$ cat src/rtl/dmem_pkg.sv
`default_nettype none
// ============================================================================
// Module   : dmem_pkg
// Purpose  : Shared defaults and types for the data-memory arbiter slice.
// Revision : 1.0 - initial release
// ============================================================================
package dmem_pkg;

    localparam int unsigned c_DATA_W  = 16;
    localparam int unsigned c_ADDR_W  = 3;
    localparam int unsigned c_STALL_W = 8;

    // Which side was granted most recently (round-robin memory)
    typedef enum logic {
        OWN_CPU  = 1'b0,
        OWN_HOST = 1'b1
    } owner_t;

    // Arbiter state: normal round-robin or host-locked burst
    typedef enum logic {
        ARB    = 1'b0,
        LOCKED = 1'b1
    } arb_state_t;

endpackage : dmem_pkg
`default_nettype wire

$ cat src/rtl/dmem_array.sv
`default_nettype none
// ============================================================================
// Module   : dmem_array
// Purpose  : Single-port synchronous RAM, one-cycle registered read.
//            Contents are deliberately not reset so preloaded data survives.
// Revision : 1.0 - initial release
// ============================================================================
module dmem_array #(
    parameter int DATA_W = 16,
    parameter int ADDR_W = 3
) (
    input  logic              clk,
    input  logic              i_en,
    input  logic              i_we,
    input  logic [ADDR_W-1:0] i_addr,
    input  logic [DATA_W-1:0] i_wdata,
    output logic [DATA_W-1:0] o_rdata
);

    logic [DATA_W-1:0] r_mem [0:(1<<ADDR_W)-1];
    logic [DATA_W-1:0] r_rdata;

    // Write on an enabled write cycle, otherwise capture the addressed word
    always_ff @(posedge clk) begin
        if (i_en) begin
            if (i_we) begin
                r_mem[i_addr] <= i_wdata;
            end else begin
                r_rdata <= r_mem[i_addr];
            end
        end
    end

    assign o_rdata = r_rdata;

endmodule : dmem_array
`default_nettype wire

$ cat src/rtl/dmem_arbiter.sv
`default_nettype none
// ============================================================================
// Module   : dmem_arbiter
// Purpose  : Shares the data RAM between the CPU (lw/sw) and a host/debug
//            port. Round-robin on contention, host lock for bursts,
//            per-port read-data steering and a saturating CPU stall counter.
// Revision : 1.0 - initial release
// ============================================================================
module dmem_arbiter
    import dmem_pkg::*;
#(
    parameter int DATA_W  = c_DATA_W,
    parameter int ADDR_W  = c_ADDR_W,
    parameter int STALL_W = c_STALL_W
) (
    input  logic               clk,
    input  logic               reset,
    // CPU side
    input  logic               cpu_req,
    input  logic               cpu_we,
    input  logic [ADDR_W-1:0]  cpu_addr,
    input  logic [DATA_W-1:0]  cpu_wdata,
    output logic               cpu_gnt,
    output logic               cpu_rvalid,
    output logic [DATA_W-1:0]  cpu_rdata,
    // Host side
    input  logic               host_req,
    input  logic               host_we,
    input  logic [ADDR_W-1:0]  host_addr,
    input  logic [DATA_W-1:0]  host_wdata,
    input  logic               host_lock,
    output logic               host_gnt,
    output logic               host_rvalid,
    output logic [DATA_W-1:0]  host_rdata,
    // Status
    output logic               locked,
    output logic [STALL_W-1:0] cpu_stall_cnt
);

    arb_state_t         r_state;
    owner_t             r_last_owner;
    logic               r_cpu_rvalid;
    logic               r_host_rvalid;
    logic [DATA_W-1:0]  r_cpu_rdata;
    logic [DATA_W-1:0]  r_host_rdata;
    logic [STALL_W-1:0] r_stall_cnt;

    logic               w_cpu_gnt;
    logic               w_host_gnt;
    logic               w_lock_hold;
    logic               w_mem_en;
    logic               w_mem_we;
    logic [ADDR_W-1:0]  w_mem_addr;
    logic [DATA_W-1:0]  w_mem_wdata;
    logic [DATA_W-1:0]  w_mem_rdata;
    logic               w_cpu_rvalid;
    logic               w_host_rvalid;

    // Lock only persists while the host keeps host_lock high; dropping it
    // falls straight back to normal arbitration in the same cycle.
    assign w_lock_hold = (r_state == LOCKED) && host_lock;

    // Combinational grant: at most one side per cycle, nothing during reset
    always_comb begin
        w_cpu_gnt  = 1'b0;
        w_host_gnt = 1'b0;
        if (!reset) begin
            if (w_lock_hold) begin
                w_host_gnt = host_req;
            end else if (cpu_req && host_req) begin
                if (r_last_owner == OWN_HOST) begin
                    w_cpu_gnt = 1'b1;
                end else begin
                    w_host_gnt = 1'b1;
                end
            end else begin
                w_cpu_gnt  = cpu_req;
                w_host_gnt = host_req;
            end
        end
    end

    assign cpu_gnt  = w_cpu_gnt;
    assign host_gnt = w_host_gnt;

    // FSM and round-robin history; HOST as reset owner lets the CPU win first
    always_ff @(posedge clk) begin
        if (reset) begin
            r_state      <= ARB;
            r_last_owner <= OWN_HOST;
        end else begin
            if ((w_host_gnt && host_lock) || w_lock_hold) begin
                r_state <= LOCKED;
            end else begin
                r_state <= ARB;
            end
            if (w_cpu_gnt) begin
                r_last_owner <= OWN_CPU;
            end else if (w_host_gnt) begin
                r_last_owner <= OWN_HOST;
            end
        end
    end

    assign locked = (r_state == LOCKED);

    // Steer the granted port onto the single RAM port
    assign w_mem_en    = w_cpu_gnt || w_host_gnt;
    assign w_mem_we    = w_cpu_gnt ? cpu_we    : (w_host_gnt && host_we);
    assign w_mem_addr  = w_cpu_gnt ? cpu_addr  : host_addr;
    assign w_mem_wdata = w_cpu_gnt ? cpu_wdata : host_wdata;

    dmem_array #(
        .DATA_W (DATA_W),
        .ADDR_W (ADDR_W)
    ) u_dmem_array (
        .clk     (clk),
        .i_en    (w_mem_en),
        .i_we    (w_mem_we),
        .i_addr  (w_mem_addr),
        .i_wdata (w_mem_wdata),
        .o_rdata (w_mem_rdata)
    );

    // Remember which port issued a read so only that port sees rvalid
    always_ff @(posedge clk) begin
        if (reset) begin
            r_cpu_rvalid  <= 1'b0;
            r_host_rvalid <= 1'b0;
        end else begin
            r_cpu_rvalid  <= w_cpu_gnt  && !cpu_we;
            r_host_rvalid <= w_host_gnt && !host_we;
        end
    end

    // Per-port hold registers keep the last read value after rvalid drops
    always_ff @(posedge clk) begin
        if (reset) begin
            r_cpu_rdata  <= '0;
            r_host_rdata <= '0;
        end else begin
            if (r_cpu_rvalid) begin
                r_cpu_rdata <= w_mem_rdata;
            end
            if (r_host_rvalid) begin
                r_host_rdata <= w_mem_rdata;
            end
        end
    end

    // A read in flight when reset rises must not surface, so the read
    // outputs are masked by reset just like the grants.
    assign w_cpu_rvalid  = r_cpu_rvalid  && !reset;
    assign w_host_rvalid = r_host_rvalid && !reset;
    assign cpu_rvalid    = w_cpu_rvalid;
    assign host_rvalid   = w_host_rvalid;
    assign cpu_rdata     = reset ? '0 : (w_cpu_rvalid  ? w_mem_rdata : r_cpu_rdata);
    assign host_rdata    = reset ? '0 : (w_host_rvalid ? w_mem_rdata : r_host_rdata);

    // Count CPU wait cycles, saturating at all-ones
    always_ff @(posedge clk) begin
        if (reset) begin
            r_stall_cnt <= '0;
        end else if (cpu_req && !w_cpu_gnt && (r_stall_cnt != '1)) begin
            r_stall_cnt <= r_stall_cnt + 1'b1;
        end
    end

    assign cpu_stall_cnt = r_stall_cnt;

endmodule : dmem_arbiter
`default_nettype wire
$ cat config.mk
export PLATFORM = sky130hd
export DESIGN_NAME = dmem_arbiter
export DESIGN_NICKNAME = d
export VERILOG_FILES = /design/src/rtl/dmem_pkg.sv /design/src/rtl/dmem_array.sv /design/src/rtl/dmem_arbiter.sv
export SDC_FILE = /design/constraint.sdc
export NUM_CORES = 1
export LEC_CHECK = 0
export ABC_AREA = 1
export CAP_MARGIN = 20
export CORE_MARGIN = 1.5
export CORE_UTILIZATION = 56
export DETAILED_ROUTE_END_ITERATION = 7
export GPL_ROUTABILITY_DRIVEN = 0
export PLACE_DENSITY = 0.8
export REMOVE_ABC_BUFFERS = 1
export SYNTH_ARGS = -nofsm -noshare
export SYNTH_HDL_FRONTEND = slang
export SYNTH_SLANG_ARGS = --single-unit
$ cat constraint.sdc
create_clock -name clk -period 3.1 [get_ports clk]
set_clock_uncertainty 0.05 [all_clocks]
set_input_delay 0.62 -clock clk [delete_from_list [all_inputs] [get_ports clk]]
set_output_delay 0.62 -clock clk [all_outputs]
set_load 0.05 [all_outputs]
# After elaboration in Yosys (flattened, before gate mapping)
# Memories as Yosys holds them, arrays and structs flattened. A register that Yosys moved wholly into a read port is not among the register bits.
# Cells that the tools add are included.
classes:
  addsub: 1
  n_eq_ne: 1
  bitwise_logic: 1
  mux: 21
  reduce_logical: 18
op_table:
  columns: ["op", "count"]
  rows:
  - ["16-bit two-way mux", 5]
  - ["1-bit two-way mux", 15]
  - ["1-bit logical AND", 10]
  - ["8-bit by 1-bit adder with 8-bit output, second input constant", 1]
  - ["8-bit inequality test, second input constant", 1]
  - ["1-bit zero test", 4]
  - ["3-bit two-way mux", 1]
  - ["1-bit logical OR", 2]
  - ["2-bit AND reduction", 1]
  - ["2-bit nonzero test", 1]
  - ["1-bit NOT", 1]
word_totals:
  wordCells: 50
  register_bits: 44
  mem_count: 1
  mem_bits_rw: 128
mem_list:
  columns: ["name", "depth", "word_bits", "read_ports", "rd_ports_with_merged_regs", "wr", "line_no", "source"]
  rows:
  - ["u_dmem_array.r_mem", 8, 16, 1, 1, 1, "dmem_array.sv:20", "logic [DATA_W-1:0] r_mem [0:(1<<ADDR_W)-1];"]

# Depth between registers and ports, before layout
depth:
  depth_word: 9
  ltp_mapped: 12
  depth_no_buf: 11

# Hierarchy
# From an unflattened synthesis, not the netlist that was laid out.
unflattened:
  hier_cells: 840
  area_unflattened_um2: 7913.8
modules_own_cells:
  columns: ["mod", "seq_area_each_um2", "area_per_inst_um2", "cells_each", "instances"]
  rows:
  - ["dmem_array", 4324.1, 5846.9, 517, 1]
  - ["dmem_arbiter", 880.8, 2067.0, 323, 1]

# Worst setup path before layout
# OpenSTA, ideal clock, no wires.
synth_timing:
  kind: "register to register"
  startpoint: "reg r_state, in the netlist locked"
  endpoint: "mem u_dmem_array.r_mem[0][0] (enable)"
  arrival_ps: 2376
  stages_incl_launch_ff: 10
  path_slack_ps: 286
  path_cell_list: "dfxtp_1 -> nand2_1 -> nand3_4 -> inv_1 -> nand2_1 -> nand2_1 -> inv_1 -> clkbuf_1 -> nand3_1 -> nor2_1"
synth_between:
  elab_chain_len: 8
  word_cells_on_any_way: 12
  cone_classes: "mux: 9; reduce/logical: 3"
synth_lines:
  columns: ["element", "line_no", "source"]
  rows:
  - ["start, declared", "dmem_arbiter.sv:40", "arb_state_t r_state;"]
  - ["start signal, assigned", "dmem_arbiter.sv:89", "r_state <= ARB;"]
  - ["start signal, assigned", "dmem_arbiter.sv:93", "r_state <= LOCKED;"]
  - ["start signal, assigned", "dmem_arbiter.sv:95", "r_state <= ARB;"]
  - ["1-bit logical AND (*)", "dmem_arbiter.sv:61", "assign w_lock_hold = (r_state == LOCKED) && host_lock;"]
  - ["1-bit two-way mux", "dmem_arbiter.sv:68", "if (w_lock_hold) begin"]
  - ["1-bit two-way mux", "dmem_arbiter.sv:67", "if (!reset) begin"]
  - ["1-bit logical AND", "dmem_arbiter.sv:109", "assign w_mem_we = w_cpu_gnt ? cpu_we : (w_host_gnt && host_we);"]
  - ["1-bit two-way mux", "dmem_arbiter.sv:109", null]
  - ["1-bit two-way mux", "dmem_array.sv:26", "if (i_we) begin"]
  - ["1-bit two-way mux", "dmem_array.sv:25", "if (i_en) begin"]
  - ["1-bit two-way mux (implied by the code)", "dmem_array.sv:27", "r_mem[i_addr] <= i_wdata;"]
  - ["end, declared", "dmem_array.sv:20", null]
# Every way passes the cells marked *; elsewhere a longest branch is shown, timed or not.

# Final worst setup path
layout_timing:
  startpoint: "in reset"
  endpoint: "out host_rdata[1]"
layout_between:
  elab_chain_len: 4
layout_lines:
  columns: ["element", "line_no", "source"]
  rows:
  - ["start, declared", "dmem_arbiter.sv:17", "input logic reset,"]
  - ["1-bit zero test", "dmem_arbiter.sv:154", "assign w_host_rvalid = r_host_rvalid && !reset;"]
  - ["1-bit logical AND", "dmem_arbiter.sv:154", null]
  - ["16-bit two-way mux", "dmem_arbiter.sv:158", "assign host_rdata = reset ? '0 : (w_host_rvalid ? w_mem_rdata : r_host_rdata);"]
  - ["16-bit two-way mux (*)", "dmem_arbiter.sv:158", null]
  - ["end, declared", "dmem_arbiter.sv:34", "output logic [DATA_W-1:0] host_rdata,"]
# Marked as above.

==> flow_metrics.tcl <==
set metrics [dict create \
    fin_setup_tns_ns 0 \
    p_sw_uw 1440 \
    cts_setup_buffers 0 \
    netlist_instances 843 \
    grt_pass1_wl_um 30900 \
    fin_crit_sh_pct 93.1 \
    min_period_ns 2.89 \
    slowest_stage "clkdlybuf4s50_1" \
    insertion_delay_ns 0.44 \
    dp.final_hpwl_um 12500 \
    initial_utilization_pct 57.5 \
    crit_path_max_fanout 34 \
    hold_viol_final 0 \
    setup_viol 0 \
    grtUsageTotal_pct 27.9 \
    final_cell_count_no_fill 1144 \
    ys_warn_count 0 \
    clockPowerShare_pct 40.1 \
    fin_util_pct 73.8 \
    drt_wl_total_um 19500 \
    avgSynthCellArea_sq_um 9.47 \
    vias_per_cell 5.48 \
    grt_max_degree 49 \
    yosysTopAreaCell "edfxtp_1" \
    port_buffers 89 \
    yosysTopAreaCellShare_pct 54.2 \
    core_area_sq_um 13900 \
    drive_gt1_share_pct 11.9 \
    intPower_uw 4600 \
    async_reset_ff_share_pct 0 \
    critPathLaunchType "primary input" \
    dieArea_sq_um 15000 \
    final-max-slew-violation-count 0 \
    vdd_drop_max_mv 0.567 \
    rows 43 \
    seqPwrFrac_pct 47.1 \
    worstPathCellList "clkdlybuf4s50_1, buf_4, inv_1, buf_12, o21ai_0, nor2_1, buf_12" \
    cts_tree "yes" \
    final_common_cell "nand2_1" \
    first_global_vias 5983 \
    hp-class "flop to flop" \
    clk_pin_slew_ns 0.06 \
    synthTopCellsByArea "edfxtp_1 (54%), nand2_1 (16%), dfxtp_1 (11%)" \
    die-width_um 122 \
    die_height_um 122 \
    power_density_nw_per_um2 589 \
    areaGrowthSynthToFinish_pct 28.4 \
    synth_seq_cells 188 \
    cp-end-kind "output pin" \
    mostFrequentLayoutCells "nand2_1 (345), edfxtp_1 (144), nor2_1 (114)" \
    wire_per_inst_um 17.1 \
    tightest_slew_ns 0.582 \
    worst-setup-path-type "primary input to output pin" \
    synth_edf_count 144 \
    root_buffer "clkbuf_16" \
    status "finished, final reports clean" \
    crit_top_cell "buf_12" \
    nNetsFinal 997 \
    final_antenna_net_count 0 \
    worstPathArrival_ns 2.22 \
    cts_sinks 188 \
    cpPeakStageDelay_ns 0.51 \
    slew-limit-headroom_pct 61.2 \
    place_inst 1112 \
    drt-pass1-iter-count 6 \
    antenna_found_initial 0 \
    seq_area_frac_synth_pct 65.2 \
    synthFlopType "edfxtp_1" \
    cts_buffer_depth 2 \
    p_sw_share_pct 23.8 \
    cellLeakagePower_uw 0.00439 \
    grt_overflow_total 0 \
    drt_iter0_drc 775 \
    synthDistinctLibCells 28 \
    drc_errors 0 \
    syn_area_sq_um 7980 \
    htree_levels 4 \
    comb_power_share_pct 12.8 \
    io_pins 90 \
    rsz0062_at_grt "false" \
    cts_hold_buf 0 \
    cts_resized 0 \
    max_freq_mhz 347 \
    n_antenna_cell 0 \
    cts_buffers 17 \
    crit_required_ns 2.43 \
    drv_cap 0 \
    vias 6268 \
]
-- state kept, by name, indices dropped and copies added (netlist names) --
name,count
r_cpu_rvalid,1
r_cpu_rdata,16
u_dmem_array.o_rdata,16
r_last_owner,1
u_dmem_array.r_mem,128
cpu_stall_cnt,8
locked,1
r_host_rdata,16
r_host_rvalid,1
-- power by group through the flow --
stage / Combinational, uW / Clock [uW] / Sequential [uW]
after global placement: 744 / 0 / 2890
final: 775 / 2420 / 2840
after detailed placement: 763 / 0 / 2890
after floorplan: 396 / 0 / 2900
after global routing: 845 / 2530 / 2850
after CTS: 772 / 2430 / 2840
-- logic make-up after synthesis --
kind of cell	after synthesis	synth area share, %
compound gates	47	3.26
xor+xnor	3	0.329
fa+ha+maj	1	0.157
buf+inv	59	3.50
flops	188	65.2
simple gates	545	27.5
-- through the flow --
stage               total power (uW)  hold WS, ns  cell area (sq um)  setup slack (ns)
CTS                             6050        0.436              10200             0.217
global route                    6220        0.471              10200             0.127
finish                          6030        0.431              10200             0.215
floorplan                       3300        0.397               7770             -1.46
detailed placement              3660        0.419               9600             0.176
global placement                3640        0.408               9600             0.243
-- area by class of cell --
type                       count  area (sq um)
multi-input combinational    596          2500
sequential                   188          5200
tap                          180           225
clock inverter                13           221
timing repair buffer         131          1600
clock buffer                  19           433
fill                         932          3630
inverter                      17          63.8
-- routing by layer --
layer  GRT usage, %  vias to the layer above  routed length, um
met4           11.9                        0                456
met1           38.4                     2917               7980
met5              0                        -                  0
met3           5.34                       32               1690
li1               -                     3004                  -
met2           43.6                      315               9410
-- worst max-delay path: cells and delay by family --
kind	cells	cell delay (ns)
buffers and inverters	5	1.21
and+or+nand+nor	1	0.24
AOI/OAI and AO/OA	1	0.14
-- path summary, 6_finish.rpt --
check                               to  slack, ns           start  cells after the start
max                      host_rdata[1]       0.21           reset                      7
min                     r_cpu_rdata[8]       0.43  r_cpu_rdata[8]                      2
max reg2reg  u_dmem_array.r_mem[2][12]       0.93          locked                      9
min reg2reg             r_cpu_rdata[8]       0.43  r_cpu_rdata[8]                      2
-- synth_stat cells (2+ instances only) --
master      n
o21ai_0    27
nand2_1   345
edfxtp_1  144
nand3_1    75
buf_4       7
inv_2       2
a31oi_1     3
dfxtp_1    44
clkinv_1    2
nand4_1     4
nor2_1    114
buf_2      19
a21oi_1     7
clkbuf_1   15
xnor2_1     3
nand2_2     2
inv_1      13
o21ai_1     7
(Power assumes the default switching activity.)
